[src/rtl/keypad_pkg.sv]
// keypad_pkg
// Shared definitions for the 4x4 matrix keypad path.
//   filter_state_t / ST_*  : debounce FSM state encoding
//   key_result_t           : frame result, key code qualified by a separate valid flag
//   map_key()              : physical (row, column) position -> 4-bit key code
//   col_drive()            : column index -> active-low one-cold column drive
package keypad_pkg;

    typedef logic [1:0] filter_state_t;

    localparam filter_state_t ST_IDLE         = 2'd0;
    localparam filter_state_t ST_PRESS_WAIT   = 2'd1;
    localparam filter_state_t ST_HELD         = 2'd2;
    localparam filter_state_t ST_RELEASE_WAIT = 2'd3;

    // "No key" is expressed by valid = 0, never by a reserved code value,
    // because all 16 codes are real keys.
    typedef struct packed {
        logic       valid;
        logic [3:0] code;
    } key_result_t;

    // Keypad legend, rows top to bottom, columns left to right:
    //   1 2 3 A / 4 5 6 B / 7 8 9 C / 0 F E D
    function automatic logic [3:0] map_key(input logic [1:0] row_idx,
                                           input logic [1:0] col_idx);
        logic [3:0] code;
        case ({row_idx, col_idx})
            4'h0:    code = 4'h1;
            4'h1:    code = 4'h2;
            4'h2:    code = 4'h3;
            4'h3:    code = 4'hA;
            4'h4:    code = 4'h4;
            4'h5:    code = 4'h5;
            4'h6:    code = 4'h6;
            4'h7:    code = 4'hB;
            4'h8:    code = 4'h7;
            4'h9:    code = 4'h8;
            4'hA:    code = 4'h9;
            4'hB:    code = 4'hC;
            4'hC:    code = 4'h0;
            4'hD:    code = 4'hF;
            4'hE:    code = 4'hE;
            default: code = 4'hD;
        endcase
        return code;
    endfunction

    function automatic logic [3:0] col_drive(input logic [1:0] col_idx);
        return ~(4'b0001 << col_idx);
    endfunction

endpackage

[src/rtl/keypad_scanner_if.sv]
// keypad_scanner_if
// Bundles the keypad pins and the decoded key outputs.
//   row       : keypad rows, active-low, asynchronous (driven by the keypad)
//   col       : column drive, active-low, exactly one bit low
//   decode    : code of the last accepted key
//   key_valid : high while an accepted key is held
//   key_press : one-cycle pulse per accepted press
// master = scanner side, slave = keypad / downstream consumer side.
interface keypad_scanner_if;

    logic [3:0] row;
    logic [3:0] col;
    logic [3:0] decode;
    logic       key_valid;
    logic       key_press;

    modport master (
        input  row,
        output col,
        output decode,
        output key_valid,
        output key_press
    );

    modport slave (
        output row,
        input  col,
        input  decode,
        input  key_valid,
        input  key_press
    );

endinterface

[src/rtl/keypad_frame_filter.sv]
// keypad_frame_filter
// Debounce FSM evaluated once per complete scan frame. A press is accepted
// after DEBOUNCE_SCANS identical KEY frames, a release after DEBOUNCE_SCANS
// frames that do not show the held key.
// Ports:
//   clk, rst      : clock, asynchronous active-low reset
//   frame_strobe  : one-cycle strobe, frame result below is valid this cycle
//   frame_valid   : frame contained exactly one pressed key
//   frame_code    : code of that key
//   decode        : last accepted key code, held after release
//   key_valid     : high while the accepted key is held
//   key_press     : one-cycle pulse when a new press is accepted
module keypad_frame_filter
    import keypad_pkg::*;
#(
    parameter int DEBOUNCE_SCANS = 4
) (
    input  logic       clk,
    input  logic       rst,
    input  logic       frame_strobe,
    input  logic       frame_valid,
    input  logic [3:0] frame_code,
    output logic [3:0] decode,
    output logic       key_valid,
    output logic       key_press
);

    localparam int STAB_W = $clog2(DEBOUNCE_SCANS + 1);
    localparam logic [STAB_W-1:0] STAB_DONE = STAB_W'(DEBOUNCE_SCANS);
    localparam logic [STAB_W-1:0] STAB_ONE  = STAB_W'(1);

    filter_state_t     state;
    logic [3:0]        cand;
    logic [STAB_W-1:0] stab;
    logic [STAB_W-1:0] stab_inc;
    logic              same_held;

    assign stab_inc  = stab + STAB_ONE;
    assign same_held = frame_valid && (frame_code == decode);

    // stab counts consecutive supporting frames; it never exceeds
    // DEBOUNCE_SCANS because reaching it always changes state.
    // With DEBOUNCE_SCANS == 1 the wait states are skipped entirely.
    always_ff @(posedge clk or negedge rst) begin
        if (!rst) begin
            state     <= ST_IDLE;
            cand      <= 4'h0;
            stab      <= '0;
            decode    <= 4'h0;
            key_valid <= 1'b0;
            key_press <= 1'b0;
        end else begin
            key_press <= 1'b0;
            if (frame_strobe) begin
                case (state)
                    ST_IDLE: begin
                        if (frame_valid) begin
                            if (DEBOUNCE_SCANS == 1) begin
                                state     <= ST_HELD;
                                decode    <= frame_code;
                                key_valid <= 1'b1;
                                key_press <= 1'b1;
                                stab      <= '0;
                            end else begin
                                state <= ST_PRESS_WAIT;
                                cand  <= frame_code;
                                stab  <= STAB_ONE;
                            end
                        end
                    end
                    ST_PRESS_WAIT: begin
                        if (!frame_valid) begin
                            state <= ST_IDLE;
                            stab  <= '0;
                        end else if (frame_code != cand) begin
                            cand <= frame_code;
                            stab <= STAB_ONE;
                        end else if (stab_inc == STAB_DONE) begin
                            state     <= ST_HELD;
                            decode    <= cand;
                            key_valid <= 1'b1;
                            key_press <= 1'b1;
                            stab      <= '0;
                        end else begin
                            stab <= stab_inc;
                        end
                    end
                    ST_HELD: begin
                        if (!same_held) begin
                            if (DEBOUNCE_SCANS == 1) begin
                                state     <= ST_IDLE;
                                key_valid <= 1'b0;
                            end else begin
                                state <= ST_RELEASE_WAIT;
                                stab  <= STAB_ONE;
                            end
                        end
                    end
                    ST_RELEASE_WAIT: begin
                        if (same_held) begin
                            state <= ST_HELD;
                            stab  <= '0;
                        end else if (stab_inc == STAB_DONE) begin
                            state     <= ST_IDLE;
                            key_valid <= 1'b0;
                            stab      <= '0;
                        end else begin
                            stab <= stab_inc;
                        end
                    end
                    default: begin
                        state <= ST_IDLE;
                        stab  <= '0;
                    end
                endcase
            end
        end
    end

endmodule

[src/rtl/keypad_scanner.sv]
// keypad_scanner
// Column-drive scanner for the player B 4x4 keypad. Each column is driven
// low for SCAN_DIV cycles; rows are sampled at the end of each dwell, and
// after the fourth column a frame result (exactly one pressed key, or none)
// is handed to the debounce filter.
// Ports:
//   clk  : system clock
//   rst  : asynchronous active-low reset
//   bus  : keypad_scanner_if.master (row in; col, decode, key_valid,
//          key_press out)
// SCAN_DIV must be at least 4, DEBOUNCE_SCANS at least 1, and CNT_W wide
// enough to hold SCAN_DIV-1.
module keypad_scanner
    import keypad_pkg::*;
#(
    parameter int SCAN_DIV       = 100000,
    parameter int DEBOUNCE_SCANS = 4,
    parameter int CNT_W          = 17
) (
    input  logic               clk,
    input  logic               rst,
    keypad_scanner_if.master   bus
);

    logic [3:0]       row_meta;
    logic [3:0]       row_sync;
    logic [CNT_W-1:0] dwell_cnt;
    logic [1:0]       col_idx;
    logic             dwell_end;

    logic [1:0]       low_total;
    logic [3:0]       acc_code;
    logic [3:0]       sample_low;
    logic [2:0]       sample_cnt;
    logic [1:0]       sample_row;
    logic [2:0]       sum_total;
    logic [1:0]       merged_total;
    logic [3:0]       merged_code;

    key_result_t      frame_result;
    logic             frame_strobe;

    // Rows come straight from the connector, so they are double-registered
    // before anything looks at them. Idle (all released) is 4'b1111.
    always_ff @(posedge clk or negedge rst) begin
        if (!rst) begin
            row_meta <= 4'hF;
            row_sync <= 4'hF;
        end else begin
            row_meta <= bus.row;
            row_sync <= row_meta;
        end
    end

    assign dwell_end = (dwell_cnt == CNT_W'(SCAN_DIV - 1));

    // Dwell counter and column index. Sampling at the last dwell cycle
    // leaves the synchronizer plenty of time to settle after a column switch.
    always_ff @(posedge clk or negedge rst) begin
        if (!rst) begin
            dwell_cnt <= '0;
            col_idx   <= 2'd0;
        end else if (dwell_end) begin
            dwell_cnt <= '0;
            col_idx   <= col_idx + 2'd1;
        end else begin
            dwell_cnt <= dwell_cnt + CNT_W'(1);
        end
    end

    // Column drive is decoded from the index register, so reset forces
    // 4'b1110 immediately and exactly one column is low at all times.
    assign bus.col = col_drive(col_idx);

    // Low-bit count and row position of the current column's sample.
    always_comb begin
        sample_low = ~row_sync;
        sample_cnt = 3'(sample_low[0]) + 3'(sample_low[1])
                   + 3'(sample_low[2]) + 3'(sample_low[3]);
        sample_row = 2'd0;
        for (int r = 3; r >= 0; r--) begin
            if (sample_low[r]) begin
                sample_row = 2'(r);
            end
        end
    end

    // low_total saturates at 2, which already means "ghost or multi-press".
    // The code is only captured when this sample brings the total to one.
    always_comb begin
        sum_total    = {1'b0, low_total} + sample_cnt;
        merged_total = (sum_total >= 3'd2) ? 2'd2 : sum_total[1:0];
        merged_code  = acc_code;
        if (low_total == 2'd0 && sample_cnt == 3'd1) begin
            merged_code = map_key(sample_row, col_idx);
        end
    end

    // Frame accumulator; cleared once the last column has been folded in.
    always_ff @(posedge clk or negedge rst) begin
        if (!rst) begin
            low_total <= 2'd0;
            acc_code  <= 4'h0;
        end else if (dwell_end) begin
            if (col_idx == 2'd3) begin
                low_total <= 2'd0;
                acc_code  <= 4'h0;
            end else begin
                low_total <= merged_total;
                acc_code  <= merged_code;
            end
        end
    end

    // The frame result is combinational on the final sample cycle so the
    // filter's outputs change on the very next edge.
    assign frame_strobe       = dwell_end && (col_idx == 2'd3);
    assign frame_result.valid = (merged_total == 2'd1);
    assign frame_result.code  = merged_code;

    keypad_frame_filter #(
        .DEBOUNCE_SCANS (DEBOUNCE_SCANS)
    ) u_filter (
        .clk          (clk),
        .rst          (rst),
        .frame_strobe (frame_strobe),
        .frame_valid  (frame_result.valid),
        .frame_code   (frame_result.code),
        .decode       (bus.decode),
        .key_valid    (bus.key_valid),
        .key_press    (bus.key_press)
    );

endmodule

[src/flat_wrapper.sv]
// flat-port wrapper written by rule: the top's interface ports become plain ports
module keypad_scanner_flat import keypad_pkg::*;
#(
    parameter int SCAN_DIV       = 100000,
    parameter int DEBOUNCE_SCANS = 4,
    parameter int CNT_W          = 17
)
  (clk, rst, bus_row, bus_col, bus_decode, bus_key_valid, bus_key_press);
  keypad_scanner_if bus_i ();
  input  logic clk;
  input  logic rst;
  input wire logic [$bits(bus_i.row)-1:0] bus_row;
  output wire logic [$bits(bus_i.col)-1:0] bus_col;
  output wire logic [$bits(bus_i.decode)-1:0] bus_decode;
  output wire logic [$bits(bus_i.key_valid)-1:0] bus_key_valid;
  output wire logic [$bits(bus_i.key_press)-1:0] bus_key_press;
  assign bus_i.row = bus_row;
  assign bus_col = bus_i.col;
  assign bus_decode = bus_i.decode;
  assign bus_key_valid = bus_i.key_valid;
  assign bus_key_press = bus_i.key_press;
  keypad_scanner #(.SCAN_DIV(SCAN_DIV), .DEBOUNCE_SCANS(DEBOUNCE_SCANS), .CNT_W(CNT_W)) u_core (.clk(clk), .rst(rst), .bus(bus_i));
endmodule
[config.mk]
export PLATFORM = sky130hd
export DESIGN_NAME = keypad_scanner_flat
export DESIGN_NICKNAME = d
export VERILOG_FILES = /design/src/rtl/keypad_pkg.sv /design/src/rtl/keypad_scanner_if.sv /design/src/rtl/keypad_frame_filter.sv /design/src/rtl/keypad_scanner.sv /design/src/flat_wrapper.sv
export SDC_FILE = /design/constraint.sdc
export NUM_CORES = 1
export LEC_CHECK = 0
export BUFFER_PORTS_ARGS = -buffer_cell sky130_fd_sc_hd__clkbuf_2
export CAP_MARGIN = 20
export CORE_ASPECT_RATIO = 0.8
export CORE_MARGIN = 3
export CORE_UTILIZATION = 40
export CTS_BUF_LIST = sky130_fd_sc_hd__clkbuf_16
export DETAILED_ROUTE_END_ITERATION = 10
export GPL_TIMING_DRIVEN = 0
export PLACE_DENSITY = 0.61
export SLEW_MARGIN = 20
export SYNTH_ARGS = -nofsm -noshare
export SYNTH_HDL_FRONTEND = slang
export SYNTH_SLANG_ARGS = --single-unit
[constraint.sdc]
create_clock -name clk -period 5.25 [get_ports clk]
set_clock_uncertainty 0.2 [all_clocks]
set_input_delay 0.525 -clock clk [delete_from_list [all_inputs] [get_ports clk]]
set_output_delay 0.525 -clock clk [all_outputs]
set_load 0.02 [all_outputs]
==> results.md, run 1 <==
- Post-Synthesis Cell Area: 2750 sq um
- Number of nets in the final layout: 319
- Min cycle time layout: between 4 and 5 ns
- Routed via count: 2,018
- Total Routed Length: 5480 um
- Max incr delay on CP: around 0.60 ns
- Highest attainable clock frequency: 220 MHz
- Commonest non-fill, non-tap cells in the layout: 40 x sky130_fd_sc_hd__dfrtp_1, 27 x sky130_fd_sc_hd__nor2_1, 25 x sky130_fd_sc_hd__nand2_1
- Worst setup EP type: flip-flop
- Number of global-route vias before repair: a little under 2,000
- Required time reported for the critical path endpoint: 5.22 ns
- Vertical extent of the die: 80.1 um
- Die boundary width: 98.7 um
- Reg2Reg Depth: 12
- Non-Filler Cell Area, Final: 3100 sq um
- Data arrival, critical path: 4.52 ns
- Largest fanout of any net on the critical path: 8
- Average instance area after synthesis: 9.89 sq um
- Grt total ovfl: 0
- Reg-to-Reg Start: u_core.row_sync[1]
- Slew @ Worst Pin: approximately 0.66 ns
- Worst setup path class: reg -> reg
- R2R setup slack: about 0.71 ns
- Buffers on Ports: 15
- Detailed router's first-iteration violation count: 105
- Post-detailed-placement cell area: roughly 2900 sq um
- Area added between synthesis and finish: 12.6%
- Remaining design rule violation count: 0
- Initial antenna violation count: 0
- I/O pins: 16
- Number of instances in the synthesized netlist: 278
- Most frequently used flop master after synthesis: sky130_fd_sc_hd__dfrtp_1
- Fraction of layout cells with a size suffix above 1: 0.159
- Top area cells in the synthesized netlist: sky130_fd_sc_hd__dfrtp_1 36%, sky130_fd_sc_hd__dfstp_2 7.6%, sky130_fd_sc_hd__ha_1 5.0%
- Proportion of synthesized chip area in sequential cells: 0.441
- Largest buffer count on any clock path: 2
- DPL Wire Length: 3920 um
- Number of clock sinks seen by CTS: 48
- Effective utilization at floorplan: 0.420
- H-tree depth: 2
- Final cell utilization of the core: 0.473
- Slowest CP cell: sky130_fd_sc_hd__dfstp_2
- Path class of the lowest-slack min-delay path: in -> async
- Family of cells with the greatest summed delay on the critical path: adder cells
- Pin count of the biggest net entering global routing: 49
- Result of the run: completed
- Clock tree from TritonCTS: done
- Number of iterations in the first detailed-routing pass: 4
- Part of the cycle the worst path needs: 0.866
- Unique masters post-synth: 56
- Number of maximum-capacitance constraint violations: 0
- # resized after CTS: 0
- Routed wire length per instance: 14.2 um
- Wire length of the first global-routing pass: ~9500 um
- Worst slew margin relative to its limit: 0.560
- Top cell type's share of synthesized area: 0.364
- Clock slew seen by the registers of the worst setup and hold paths: 0.06 ns
- Maximum vdd drop: 0.176 mV
- Clock latency of the later-clocked register in the worst-skew pair: 0.29 ns
- Setup bufs post-CTS: 0
- Core Region: 6540 sq um
- Setup-violating endpoint count in the final report: 0
- Crit path buf inv count: 2
- Power density over the cells: 259 nW/um^2
- GRT Resource Usage Total: 0.149
- Sequence of cells on the critical path: inv_1 > ha_1 > fa_1 > ha_1 > fa_1 > xor2_1 > or3b_2 > clkbuf_1 > nor2_1 > nand2_1 > nor2_1 > mux2_2
- Share of flip-flops with an asynchronous set or reset after synthesis: 1.00
- Biggest area consumer among synthesized cells: sky130_fd_sc_hd__dfrtp_1
- Clock buffers created by TritonCTS: 5
- Die footprint: 7910 sq um
- Number of standard-cell rows in the floorplan: 26
- Vias per cell: 5.24
- Capture instance of the worst register-to-register path: u_core.u_filter.cand[0]
- Launching element type of the critical path: flip-flop
- Most common cell after layout, fill and taps aside: sky130_fd_sc_hd__dfrtp_1
- Total of hold buffers inserted after clock tree synthesis: 0
- Final-report max-slew violation count: 0
- ANT nets after route: 0
- Final hold violation count: 0
- Final sum of negative setup slack: 0 ns
- Ant. Diodes: 0
- Number of nets in the synthesized netlist: just under 300
- Lkg Pwr: 1.43 nW
- Unrepaired setup endpoints after global routing: false
- RePlAce Congestion: 0.826
- CTS Root Buffer Type: sky130_fd_sc_hd__clkbuf_16
- Number of flops mapped to enable cells by yosys: 0
- Post-synthesis sequential element count: 48
- Ys Warns: 0
## routing by layer
| layer | global-route usage | up-vias | wire length [um] | part of all wire |
|---|---|---|---|---|
| li1 | - | 1020 | - | - |
| met2 | 0.219 | 28 | 2310 | 0.42 |
| met5 | 0 | - | 0 | 0 |
| met3 | 0.0365 | 2 | 159 | 0.029 |
| met4 | 0.0355 | 0 | 19 | 0.0035 |
| met1 | 0.219 | 968 | 2990 | 0.55 |
## through the flow
step	setup WS, ns	instances	hold WS (ns)	power, mW
3_5_place_dp	0.749	377	0.147	0.452
6_report	0.706	385	0.0895	0.801
3_3_place_gp	0.803	377	0.147	0.450
2_1_floorplan	1.20	278	0.0294	0.431
4_1_cts	0.711	385	0.111	0.812
5_1_grt	0.407	385	0.116	0.835
## registers in the layout (all words and copies together), names as in the netlist
register / count
u_core.dwell_cnt: 17
u_core.acc_code: 4
u_core.row_meta: 4
u_core.row_sync: 4
u_core.u_filter.cand: 4
u_core.u_filter.decode: 4
u_core.u_filter.stab: 3
u_core.col_idx: 2
u_core.low_total: 2
u_core.u_filter.state: 2
u_core.u_filter.key_press: 1
u_core.u_filter.key_valid: 1
## cells in the mapped netlist, drive strengths merged, types with 2 or more instances
cell type / instances
dfrtp: 40
nor2: 27
nand2: 25
inv: 19
o21ai: 16
xor2: 14
ha: 11
nand3: 10
dfstp: 8
xnor2: 8
a31oi: 7
clkbuf: 6
mux2: 6
mux2i: 6
nand4: 6
nor2b: 5
nor3: 5
a21oi: 4
nand2b: 4
a211o: 3
and2: 3
o31ai: 3
or2: 3
or3: 3
or4: 3
a21o: 2
and3: 2
fa: 2
nand3b: 2
nand4b: 2
nand4bb: 2
nor4: 2
o211a: 2
or4b: 2
## report_power, final
part	total, mW	internal [mW]	switching (mW)
logic	0.0668	0.0254	0.0414
registers	0.379	0.376	0.00329
clock network	0.355	0.222	0.133
total	0.801	0.623	0.178
## logic make-up (layout without fill, tap and decap cells)
| family | after synthesis | after routing | share of synthesized area |
|---|---|---|---|
| AOI/OAI and AO/OA | 49 | 49 | 0.123 |
| xor gates and xnor gates | 22 | 22 | 0.0701 |
| adders and majority gates | 13 | 13 | 0.0646 |
| buffers and inverters | 26 | 49 | 0.0382 |
| and+or+nand+nor | 108 | 108 | 0.213 |
| DFF | 48 | 48 | 0.441 |
| muxes | 12 | 12 | 0.0505 |
## area by class of cell
class / instances / area (sq um)
plain buffers: 7 / 33.8
well taps: 84 / 105
multi-input cells: 204 / 1430
flip-flops and latches: 48 / 1210
repair buffers: 15 / 77.6
fillers: 610 / 3440
inverters: 19 / 71.3
clock inverters: 3 / 38.8
clock buffers: 5 / 125
## worst max path at each step
stage                       start                 endpoint  slack (ns)  cells after the start
6_report       u_core.row_sync[1]  u_core.u_filter.cand[0]        0.71                     12
2_1_floorplan  u_core.row_sync[1]  u_core.u_filter.cand[0]        1.20                     12
4_1_cts        u_core.row_sync[1]  u_core.u_filter.cand[0]        0.71                     12
3_5_place_dp   u_core.row_sync[1]  u_core.u_filter.cand[3]        0.75                     12
3_3_place_gp   u_core.row_sync[1]  u_core.u_filter.cand[0]        0.80                     12
5_1_grt        u_core.row_sync[1]  u_core.u_filter.cand[0]        0.41                     12
Power figures use the tool's default switching activity.
==> run 2, diff against run 1 <==
RECOVER_POWER = 100   (was default)
SKIP_CTS_REPAIR_TIMING = 1   (was default)
==> results.md, run 2 (synthesis results as in run 1) <==
- Final sum of negative setup slack: 0 ns (unchanged)
- Power density over the cells: 262 nW/um^2 (was 259 nW/um^2)
- Highest attainable clock frequency: 214 MHz (was 220 MHz)
- RePlAce Congestion: 0.826 (unchanged)
- Total Routed Length: 5460 um (was 5480 um)
- Wire length of the first global-routing pass: 9540 um (unchanged)
- Clock latency of the later-clocked register in the worst-skew pair: 0.29 ns (about the same)
- Final-report max-slew violation count: 49 (was 0)
- Buffers on Ports: 15 (unchanged)
- Clock tree from TritonCTS: done (unchanged)
- Multi-input gate area: 1400 sq um (was 1430 sq um)
- Final hold violation count: 0 (unchanged)
- Number of nets in the final layout: 319 (unchanged)
- Lkg Pwr: 1.38 nW (was 1.43 nW)
- Setup-violating endpoint count in the final report: 0 (unchanged)
- Part of the cycle the worst path needs: 0.891 (was 0.866)
- Worst setup path class: reg -> reg (unchanged)
- Clock buffers created by TritonCTS: 5 (unchanged)
- Most flop-heavy register: u_core.dwell_cnt (unchanged)
- Failing checks: max-capacitance violations, max-slew violations
- Fraction of layout cells with a size suffix above 1: 0.0963 (was 0.159)
- Area added between synthesis and finish: 10.7% (was 12.6%)
- Die boundary width: 98.7 um (unchanged)
- Pin count of the biggest net entering global routing: 49 (unchanged)
- Number of iterations in the first detailed-routing pass: 4 (unchanged)
- Unrepaired setup endpoints after global routing: false (unchanged)
- Launching element type of the critical path: flip-flop (unchanged)
- Die footprint: 7910 sq um (unchanged)
- Core Region: 6540 sq um (unchanged)
- Number of maximum-capacitance constraint violations: 1 (was 0)
- Effective utilization at floorplan: 0.420 (unchanged)
- Worst slew margin relative to its limit: -0.696 (was 0.560)
- Final worst-path setup slack: 0.572 ns (was 0.706 ns)
- ANT nets after route: 0 (unchanged)
- DPL Wire Length: 3920 um (unchanged)
- Vias per cell: 5.23 (was 5.24)
- Number of inserted filler cells in the final layout: 618 (was 610)
- Clock slew seen by the registers of the worst setup and hold paths: 0.06 ns (about the same)
- Cell Count, Final, Fillers Out: 385 (unchanged)
- Largest fanout of any net on the critical path: 9 (was 8)
- Initial antenna violation count: 0 (unchanged)
- Max FFs per register: 17 (unchanged)
- Min cycle time layout: 4.68 ns (was 4.54 ns)
- CTS Root Buffer Type: sky130_fd_sc_hd__clkbuf_16 (unchanged)
- Remaining design rule violation count: 0 (unchanged)
- Largest buffer count on any clock path: 2 (unchanged)
- Result of the run: complete, but fails checks (was completed)
- Area taken by flip-flops and latches: 1210 sq um (unchanged)
- Number of standard-cell rows in the floorplan: 26 (unchanged)
- I/O pins: 16 (unchanged)
- H-tree depth: 2 (unchanged)
- Number of cells in the design after placement: 377 (unchanged)
- Routed via count: 2,015 (was 2,018)
- Path class of the lowest-slack min-delay path: in -> reg (was in -> async)
- Maximum vdd drop: 0.175 mV (was 0.176 mV)
- Commonest non-fill, non-tap cells in the layout: 40 x sky130_fd_sc_hd__dfrtp_1, 27 x sky130_fd_sc_hd__nor2_1, 25 x sky130_fd_sc_hd__nand2_1 (unchanged)
- Ant. Diodes: 0 (unchanged)
- Vertical extent of the die: 80.1 um (unchanged)
- Smallest hold slack: 0.116 ns (was 0.0895 ns)
- GRT Resource Usage Total: 0.149 (unchanged)
- Slew @ Worst Pin: 2.54 ns (was 0.660 ns)
- Final cell utilization of the core: 0.465 (was 0.473)
- Routed wire length per instance: 14.2 um (about the same)
- Detailed router's first-iteration violation count: 110 (was 105)
- Grt total ovfl: 0 (unchanged)
- Number of clock sinks seen by CTS: 48 (unchanged)
- Worst setup EP type: flip-flop (unchanged)
- Most common cell after layout, fill and taps aside: sky130_fd_sc_hd__dfrtp_1 (unchanged)
- Number of global-route vias before repair: 1,964 (unchanged)
- Data arrival, critical path: 4.65 ns (was 4.52 ns)
- Required time reported for the critical path endpoint: 5.22 ns (about the same)
- Placement Setup Slack: 0.749 ns (unchanged)
==> run 2: cell counts in the layout (fill, tap and decap cells not counted) <==
No cell type changed its count.
==> run 2: layer usage <==
metal	up-vias	track usage	wire, um
li1	1021	-	-
met1	963	0.219	2950
met2	29	0.219	2300
met3	2	0.0365	191
met4	0	0.0355	19
met5	-	0	0
==> run 2: critical path: stages, from the launching register on <==
cell                      delay, ns
sky130_fd_sc_hd__dfstp_1       0.64
sky130_fd_sc_hd__inv_1         0.11
sky130_fd_sc_hd__ha_1          0.30
sky130_fd_sc_hd__fa_1          0.38
sky130_fd_sc_hd__ha_1          0.33
sky130_fd_sc_hd__or3_1         0.44
sky130_fd_sc_hd__or2_0         0.25
sky130_fd_sc_hd__buf_6         0.14
sky130_fd_sc_hd__o31ai_1       0.37
sky130_fd_sc_hd__o221a_1       0.26
sky130_fd_sc_hd__o211a_1       0.21
sky130_fd_sc_hd__and2_0        0.27
sky130_fd_sc_hd__nand3_1       0.26
sky130_fd_sc_hd__mux2_1        0.39
==> run 2: power breakdown <==
group	leakage, nW	switching, mW	internal [mW]
registers	0.628	0.00327	0.375
clock network	0.0850	0.132	0.222
logic	0.671	0.0399	0.0238
==> run 2: per-stage QoR <==
step,instance area [sq um],power (mW)
6_report,3040,0.796
5_1_grt,3040,0.833
4_1_cts,3100,0.812
3_5_place_dp,2930,0.452
3_3_place_gp,2930,0.450
2_1_floorplan,2750,0.431
==> run 2: layout make-up <==
type,count,share of cell area
inverters,19,0.0234
well taps,84,0.0345
clock inverters,3,0.0127
repair buffers,15,0.0201
flip-flops and latches,48,0.398
multi-input cells,204,0.459
clock buffers,5,0.0411
plain buffers,7,0.0111
==> run 2: worst paths after layout <==
| path | startpoint | endpoint | slack [ns] | depth (start not counted) |
|---|---|---|---|---|
| max in group asynchronous | rst | u_core.u_filter.stab[1] | 2.58 | 1 |
| max | u_core.row_sync[1] | u_core.u_filter.decode[3] | 0.57 | 13 |
| min | bus_row[0] | u_core.row_meta[0] | 0.12 | 1 |
| min reg2reg | u_core.row_meta[3] | u_core.row_sync[3] | 0.15 | 0 |
| max reg2reg | u_core.row_sync[1] | u_core.u_filter.decode[3] | 0.57 | 13 |
| min in group asynchronous | rst | u_core.u_filter.decode[1] | 0.82 | 1 |
